**src/rtl/memory_stage_pkg.sv**
```systemverilog
// Shared types for the MEM-stage controller: word/register types and the
// dcache access FSM encoding.
package memory_stage_pkg;

  localparam int WORD_W_DEF      = 32;
  localparam int REG_W_DEF       = 5;
  localparam int STALL_CNT_W_DEF = 16;

  typedef logic [WORD_W_DEF-1:0] word_t;
  typedef logic [REG_W_DEF-1:0]  regbits_t;

  // Plain-constant state encoding so older tools and netlists read it directly.
  typedef logic [1:0] mem_state_t;
  localparam mem_state_t IDLE   = 2'd0;
  localparam mem_state_t ACCESS = 2'd1;
  localparam mem_state_t DONE   = 2'd2;

  function automatic logic branch_taken(input logic beq_en,
                                        input logic bne_en,
                                        input logic equal);
    return (beq_en & equal) | (bne_en & ~equal);
  endfunction

endpackage

```
**src/rtl/memory_stage.sv**
```systemverilog
// MEM-stage controller: issues dcache requests, stalls the pipe until dhit,
// resolves redirects and selects the MEM/WB write-back value.
module memory_stage
  import memory_stage_pkg::*;
#(
  parameter int WORD_W      = WORD_W_DEF,
  parameter int REG_W       = REG_W_DEF,
  parameter int STALL_CNT_W = STALL_CNT_W_DEF
) (
  input  logic                   CLK,
  input  logic                   nRST,
  input  logic                   pipe_en,
  input  logic                   mem_to_reg,
  input  logic                   mem_wr,
  input  logic                   d_atomic,
  input  logic [WORD_W-1:0]      alu_result,
  input  logic [WORD_W-1:0]      bus_b,
  input  logic [WORD_W-1:0]      imm_32,
  input  logic [WORD_W-1:0]      next_pc,
  input  logic [WORD_W-1:0]      branch_pc,
  input  logic [WORD_W-1:0]      jump_pc,
  input  logic [WORD_W-1:0]      jump_r_pc,
  input  logic                   beq_en,
  input  logic                   bne_en,
  input  logic                   equal,
  input  logic                   jump_en,
  input  logic                   jr_en,
  input  logic                   jal_en,
  input  logic                   lui_en,
  input  logic                   halt_in,
  input  logic                   reg_wr,
  input  logic [REG_W-1:0]       reg_wr_addr,
  input  logic                   dhit,
  input  logic [WORD_W-1:0]      dmemload,
  output logic                   dmemREN,
  output logic                   dmemWEN,
  output logic                   datomic,
  output logic [WORD_W-1:0]      dmemaddr,
  output logic [WORD_W-1:0]      dmemstore,
  output logic                   mem_stall,
  output logic                   redirect_en,
  output logic [WORD_W-1:0]      redirect_pc,
  output logic [WORD_W-1:0]      wb_data,
  output logic                   wb_reg_wr,
  output logic [REG_W-1:0]       wb_addr,
  output logic                   halted,
  output logic [STALL_CNT_W-1:0] stall_cycles
);

  mem_state_t        state;
  mem_state_t        state_next;
  logic [WORD_W-1:0] load_q;
  logic              load_en;
  logic              req;
  logic              issuing;
  logic              ren_raw;
  logic              wen_raw;
  logic              stall_raw;
  logic              taken;
  logic              redirect_req;
  logic              mem_result;

  assign req     = (mem_to_reg | mem_wr) & ~halted;
  // DONE keeps the strobes low while MEM/WB is held, so a completed access is
  // never re-issued to the cache.
  assign issuing = (state != DONE) & req;

  assign ren_raw   = issuing & mem_to_reg;
  assign wen_raw   = issuing & mem_wr & ~mem_to_reg;
  assign stall_raw = issuing & ~dhit;

  // Request strobes and control pulses drop the moment nRST asserts, even
  // while an access is outstanding, rather than waiting for the state to clear.
  assign dmemREN   = nRST & ren_raw;
  assign dmemWEN   = nRST & wen_raw;
  assign mem_stall = nRST & stall_raw;
  assign datomic   = d_atomic & (dmemREN | dmemWEN);
  assign dmemaddr  = alu_result;
  assign dmemstore = bus_b;

  assign taken        = branch_taken(beq_en, bne_en, equal);
  assign redirect_req = jr_en | jump_en | taken;
  assign redirect_en  = nRST & redirect_req & pipe_en & ~stall_raw & ~halted;

  always_comb begin
    if (jr_en)
      redirect_pc = jump_r_pc;
    else if (jump_en || jal_en)
      redirect_pc = jump_pc;
    else
      redirect_pc = branch_pc;
  end

  // SC returns its success flag through dmemload, so it writes back like a load.
  assign mem_result = mem_to_reg | (mem_wr & d_atomic);

  always_comb begin
    if (jal_en)
      wb_data = next_pc;
    else if (lui_en)
      wb_data = imm_32;
    else if (mem_result)
      wb_data = (state == DONE) ? load_q : dmemload;
    else
      wb_data = alu_result;
  end

  assign wb_reg_wr = reg_wr & ~halted;
  assign wb_addr   = reg_wr_addr;

  // A one-cycle hit in IDLE follows exactly the same completion rules as a
  // hit in ACCESS; pipe_en only matters once the stall has cleared.
  always_comb begin
    // NOTE: every signal written here gets a default first, otherwise a path
    // that skips an assignment would infer a latch.
    state_next = state;
    load_en    = 1'b0;
    unique case (state)
      IDLE, ACCESS: begin
        if (!req) begin
          state_next = IDLE;
        end else if (dhit) begin
          load_en    = 1'b1;
          state_next = pipe_en ? IDLE : DONE;
        end else begin
          state_next = ACCESS;
        end
      end
      DONE: begin
        if (pipe_en)
          state_next = IDLE;
      end
      default: state_next = IDLE;
    endcase
  end

  // NOTE: sequential state uses non-blocking assignments so every flop samples
  // pre-edge values regardless of statement order.
  always_ff @(posedge CLK or negedge nRST) begin
    if (!nRST)
      state <= IDLE;
    else
      state <= state_next;
  end

  // NOTE: load_q is reset even though DONE is unreachable without a fresh
  // capture; a defined value keeps wb_data clean in simulation and netlists.
  always_ff @(posedge CLK or negedge nRST) begin
    if (!nRST)
      load_q <= '0;
    else if (load_en)
      load_q <= dmemload;
  end

  // pipe_en asserted during a stall is a hazard-unit fault and must not retire
  // a halt.
  always_ff @(posedge CLK or negedge nRST) begin
    if (!nRST)
      halted <= 1'b0;
    else if (halt_in && pipe_en && !stall_raw)
      halted <= 1'b1;
  end

  always_ff @(posedge CLK or negedge nRST) begin
    if (!nRST)
      stall_cycles <= '0;
    else if (stall_raw && (stall_cycles != '1))
      stall_cycles <= stall_cycles + 1'b1;
  end

endmodule
```
**config.mk**
```make
export PLATFORM = sky130hd
export DESIGN_NAME = memory_stage
export DESIGN_NICKNAME = d
export VERILOG_FILES = /design/src/rtl/memory_stage_pkg.sv /design/src/rtl/memory_stage.sv
export SDC_FILE = /design/constraint.sdc
export NUM_CORES = 1
export LEC_CHECK = 0
export CORE_AREA = 8 8 161 163
export CTS_BUF_LIST = sky130_fd_sc_hd__clkbuf_8
export DETAILED_ROUTE_END_ITERATION = 8
export DIE_AREA = 0 0 169 171
export GPL_ROUTABILITY_DRIVEN = 0
export GPL_TIMING_DRIVEN = 1
export MAX_ROUTING_LAYER = met4
export PLACE_DENSITY = 0.59
export SLEW_MARGIN = 20
export SYNTH_ARGS = -nofsm -noshare
export SYNTH_HDL_FRONTEND = slang
export SYNTH_SLANG_ARGS = --single-unit
```
**constraint.sdc**
```tcl
create_clock -name CLK -period 5.4 [get_ports CLK]
set_input_delay 1.62 -clock CLK [delete_from_list [all_inputs] [get_ports CLK]]
set_output_delay 1.62 -clock CLK [all_outputs]
set_load 0.02 [all_outputs]
```
[Yosys cells after proc, flatten, opt, wreduce, memory -nomap -nowiden]
Cells that the tools add are included.
Word-level totals
  bits in registers: 51
  latch bits: 0
  memory bits (writable): 0
  bits in read-only memories: 0
  output and inout port bits: 156
  logic and storage cells: 60
  memories kept: 0
Operators by class
  $add $sub $neg: 1
  multipliers: 0
  divide/modulo/power cells: 0
  order comparisons: 0
  equal/unequal tests: 5
  shift operators: 0
  mux-type cells: 14
  bitwise operators: 29
  reductions and logical operators: 7
Operators by type and width (count)
  32-bit two-way mux: 6
  1-bit AND: 18
  16-bit by 1-bit adder with 16-bit output, second input constant: 1
  16-bit != test, second input constant: 1
  2-bit two-way mux: 4
  1-bit OR: 6
  1-bit NOT: 5
  2-bit != test, second input constant: 2
  2-bit one-hot mux with 2 select lines: 1
  1-bit logical AND: 3
  1-bit two-way mux: 3
  2-bit by 1-bit == test with 1-bit output, second input constant: 1
  2-bit == test, second input constant: 1
  2-bit logical NOT: 1
  2-bit OR reduction: 1
  1-bit logical NOT: 1
  1-bit logical OR: 1

[Depth between registers and ports, before layout]
  depth after elaboration: 8
  mapped depth: 7

[Worst setup path before layout]
OpenSTA, ideal clock, no wires.
  path type: input to output
  from: input jal_en
  to: output redirect_pc[10]
  arrival time: 2924 ps
  data required time: 3780 ps
  setup slack: 856 ps
  stages: 5
  path buffers: 2
  cells stage by stage: clkbuf_1 nor2_1 buf_2 mux2i_1 o21ai_0
Between the ends
  longest elaborated chain between the ends: 3
RTL lines
  start, declared: RTL line memory_stage.sv:28  | input logic jal_en,
  1-bit logical OR: RTL line memory_stage.sv:88  | else if (jump_en || jal_en)
  32-bit two-way mux: RTL line memory_stage.sv:88
  32-bit two-way mux: RTL line memory_stage.sv:86  | if (jr_en)
  end, declared: RTL line memory_stage.sv:42  | output logic [WORD_W-1:0] redirect_pc,
No other way between the ends.

[Worst setup path after layout]
  from: input mem_to_reg
  to: output redirect_en
Between the ends
  longest elaborated chain between the ends: 7
RTL lines
  start, declared: RTL line memory_stage.sv:13  | input logic mem_to_reg,
  1-bit OR: RTL line memory_stage.sv:63  | assign req = (mem_to_reg | mem_wr) & ~halted;
  1-bit AND: RTL line memory_stage.sv:63
  1-bit AND: RTL line memory_stage.sv:66  | assign issuing = (state != DONE) & req;
  1-bit AND: RTL line memory_stage.sv:70  | assign stall_raw = issuing & ~dhit;
  1-bit NOT: RTL line memory_stage.sv:83  | assign redirect_en = nRST & redirect_req & pipe_en & ~stall_raw & ~halted;
  1-bit AND (2 in a row): RTL line memory_stage.sv:83
  end, declared: RTL line memory_stage.sv:41  | output logic redirect_en,
No other way between the ends.

==> results.json <==
{
  "final_core_util": 0.362,
  "syn-instance-count": 593,
  "leakage_nw": 3.37,
  "r2r_end": "stall_cycles[1]",
  "setup.worst_path.start_class": "input pin",
  "synthTopCellsByCount": "sky130_fd_sc_hd__nand2_1 (102), sky130_fd_sc_hd__buf_4 (70), sky130_fd_sc_hd__a21oi_1 (67), sky130_fd_sc_hd__dfrtp_1 (51), sky130_fd_sc_hd__nor2_1 (37)",
  "worstMarginPinSlew_ns": 0.756,
  "max-slew-margin-rel": 0.495,
  "slowest_stage": "sky130_fd_sc_hd__clkdlybuf4s50_1",
  "synth.ff_latch_count": 51,
  "hold_path_startpoint": "load_q[30]",
  "num_vias": 5230,
  "via_count_of_the_first_global_routing_pass": 5496,
  "hold_end": "load_q[30]",
  "skew_ns": 0.00707,
  "drive_gt1_frac": 0.0921,
  "seq_power_share": 0.362,
  "fin_crit_sh": 0.984,
  "endpoints_failing_setup": 0,
  "synth.avg_cell_area_sq_um": 8.01,
  "area_delta_synth_final_pct": 77.3,
  "crit_family": "buffers and inverters",
  "timing.reg2reg.worst_path_depth": 5,
  "holdBufCountCts": 0,
  "worst-path-max-fanout": 6,
  "irDropWorstVdd_mv": 0.0752,
  "final_period_minus_worst_setup_slack_ns": 5.31,
  "synth.net_count": 871,
  "cts_num_sinks": 51,
  "timing.final.hold_violations": 0,
  "timing.fmax_mhz": 188,
  "critical_path.cell_chain": "clkdlybuf4s50_1 -> buf_4 -> o21bai_1 -> or3_4 -> nand2_1 -> nor3_1 -> clkdlybuf4s50_1",
  "worstSetupEndpointType": "output port",
  "place.port_buffers": 358,
  "drcViolationCount": 0,
  "grt_max_degree": 65,
  "n_fill_cell": 2502,
  "seq_area_frac_synth": 0.269,
  "num_rows": 56,
  "cts.path.max_buffers": 2,
  "drv.max_cap_violation_count": 0,
  "drt_first_iter_violations": 174,
  "route.detailed.vias_per_inst": 4.40,
  "placement.setup.worst_slack_ns": -0.0765,
  "critPathBufInv": 3,
  "cts_tree": "yes",
  "synth_top_cell_by_area": "sky130_fd_sc_hd__dfrtp_1",
  "synth_flop_cell": "sky130_fd_sc_hd__dfrtp_1",
  "cellPowerDensity_nw_per_um2": 168,
  "run_status": "completed",
  "postSynth.asyncResetShare": 1.00,
  "die_height_um": 171,
  "chipWidth_um": 169,
  "crit_required_ns": 3.78,
  "layout.nets": 1146,
  "antenna_violating_nets_post_route": 0,
  "clk_pin_slew_worst_paths_ns": 0.09,
  "cell_internal_pwr_uw": 950,
  "pin_count": 433,
  "finalInstanceArea_sq_um": 8420,
  "drt-pass1-iter-count": 4,
  "netlist-cell-type-count": 44,
  "timing.final.ws_setup_ns": 0.0869,
  "dp.final_hpwl_um": 18800,
  "holdCritPathClass": "reg2reg",
  "drv_slew": 0,
  "timing.critical_path.arrival_ns": 3.69,
  "initial_utilization": 0.204,
  "post-synth-top-count-cell": "sky130_fd_sc_hd__nand2_1",
  "synth_area_leaders": "sky130_fd_sc_hd__dfrtp_1 (27%), sky130_fd_sc_hd__buf_4 (11%), sky130_fd_sc_hd__nand2_1 (8.1%)",
  "clk-insertion-delay-late_ns": 0.30,
  "power.clock.fraction": 0.168,
  "grt_remaining_overflow": 0,
  "avgRoutedWirePerCell_um": 18.9,
  "synth_edf_count": 0,
  "core-area_sq_um": 23300,
  "power.switching_uw": 461,
  "cts-htree-levels": 2,
  "multi_input_comb_area_sq_um": 2770,
  "die_area_sq_um": 28900,
  "storage_cell_area_sq_um": 1280,
  "hold_depth": 1,
  "global_route.usage.total": 0.150,
  "timing.critical_path.slowest_cell_delay_ns": 0.67,
  "synth.top_cell.area_share": 0.269,
  "mappedNetlistArea_sq_um": 4750,
  "crit_top_cell": "sky130_fd_sc_hd__clkdlybuf4s50_1",
  "antenna_found_initial": 1,
  "regToRegSetupSlack_ns": 3.20,
  "grt_first_pass_wirelength_um": 33100,
  "criticalPathCategory": "in2out",
  "grt_setup_unrepaired": "false",
  "power.switching_fraction": 0.327,
  "dpl-instance-area_sq_um": 8290,
  "routed_wirelength_um": 22500,
  "yosysWarnings": 0,
  "numCtsBuffers": 5,
  "cts-root-buf": "sky130_fd_sc_hd__clkbuf_8",
  "critical_path.reg2reg.startpoint": "stall_cycles[0]",
  "comb_pwr_share": 0.470
}
[sequential cells by signal, summed over array words and instances, names as in the netlist]
name,flops
load_q,32
stall_cycles,16
state,2
halted,1
[worst max-delay path by stage]
stage | startpoint | end | slack [ns] | cells past startpoint
global placement | d_atomic | wb_data[16] | -0.05 | 8
global route | mem_wr | redirect_en | 0.02 | 7
floorplan | jal_en | redirect_pc[10] | 0.86 | 5
CTS | d_atomic | wb_data[31] | 0.003 | 8
detailed placement | d_atomic | wb_data[16] | -0.08 | 8
finish | mem_to_reg | redirect_en | 0.09 | 7
[cells by family after synthesis]
logic type / after synthesis / synth area share
fa+ha+maj: 1 / 0.00263
compound gates: 139 / 0.185
flops: 51 / 0.269
xor+xnor: 13 / 0.0240
buf+inv: 114 / 0.151
simple gates: 210 / 0.222
mux: 65 / 0.146
[through the flow]
stage	std cells	setup TNS, ns	total power, mW	hold slack (ns)
after floorplan	593	0	0.850	0.470
after global placement	1180	-0.0741	1.19	0.488
after detailed placement	1180	-0.215	1.20	0.495
after CTS	1188	0	1.45	0.519
after global routing	1189	0	1.51	0.531
final	1189	0	1.41	0.515
[per-layer routing]
layer	track usage	wire, um	vias up
met5	-	0	-
met1	0.166	8750	2378
met4	0.0366	388	0
li1	-	-	2563
met2	0.273	11600	256
met3	0.0318	1720	33
[timing repair]
item	CTS	global route
setup endpoints to repair	13	19
resized for setup	13	19
buffers inserted	0	0
[area by class of cell]
| class | count | share of cell area |
|---|---|---|
| Antenna cell | 1 | 0.000297 |
| Clock buffer | 6 | 0.00981 |
| Clock inverter | 2 | 0.00149 |
| Inverter | 1 | 0.000446 |
| Multi-Input combinational cell | 428 | 0.329 |
| Sequential cell | 51 | 0.152 |
| Tap cell | 319 | 0.0474 |
| Timing Repair Buffer | 381 | 0.460 |
[power groups by stage]
stage	clock (mW)	sequential (mW)	combinational (mW)
detailed placement	0	0.520	0.683
global route	0.269	0.525	0.712
CTS	0.257	0.512	0.678
floorplan	0	0.525	0.326
finish	0.238	0.511	0.663
global placement	0	0.517	0.678
[cell usage in the layout, fill, tap and decap left out, types with 2 or more instances in the layout]
cell type                         synthesis  final
sky130_fd_sc_hd__o21ai_0                 32     32
sky130_fd_sc_hd__and4_1                   3      3
sky130_fd_sc_hd__mux2i_1                 32     32
sky130_fd_sc_hd__nor4_4                   3      3
sky130_fd_sc_hd__clkbuf_8                 0      6
sky130_fd_sc_hd__buf_2                   11      4
sky130_fd_sc_hd__a21oi_1                 67     67
sky130_fd_sc_hd__dlymetal6s2s_1           0     19
sky130_fd_sc_hd__xnor2_1                  5      5
sky130_fd_sc_hd__dlygate4sd2_1            0     13
sky130_fd_sc_hd__nor3_1                   6      6
sky130_fd_sc_hd__inv_1                    1      2
sky130_fd_sc_hd__mux2_2                  32     32
sky130_fd_sc_hd__xor2_1                   8      8
sky130_fd_sc_hd__buf_4                   70     16
sky130_fd_sc_hd__nand3_1                  7      7
sky130_fd_sc_hd__buf_12                   0      9
sky130_fd_sc_hd__nand4_1                  4      4
sky130_fd_sc_hd__nand2_1                102    102
sky130_fd_sc_hd__a311o_1                 32     32
sky130_fd_sc_hd__nor2b_1                 34     34
sky130_fd_sc_hd__nor2_1                  37     36
sky130_fd_sc_hd__dfrtp_1                 51     51
sky130_fd_sc_hd__nand2b_1                 2      2
sky130_fd_sc_hd__clkdlybuf4s50_1          0    320
(Power assumes the default switching activity.)
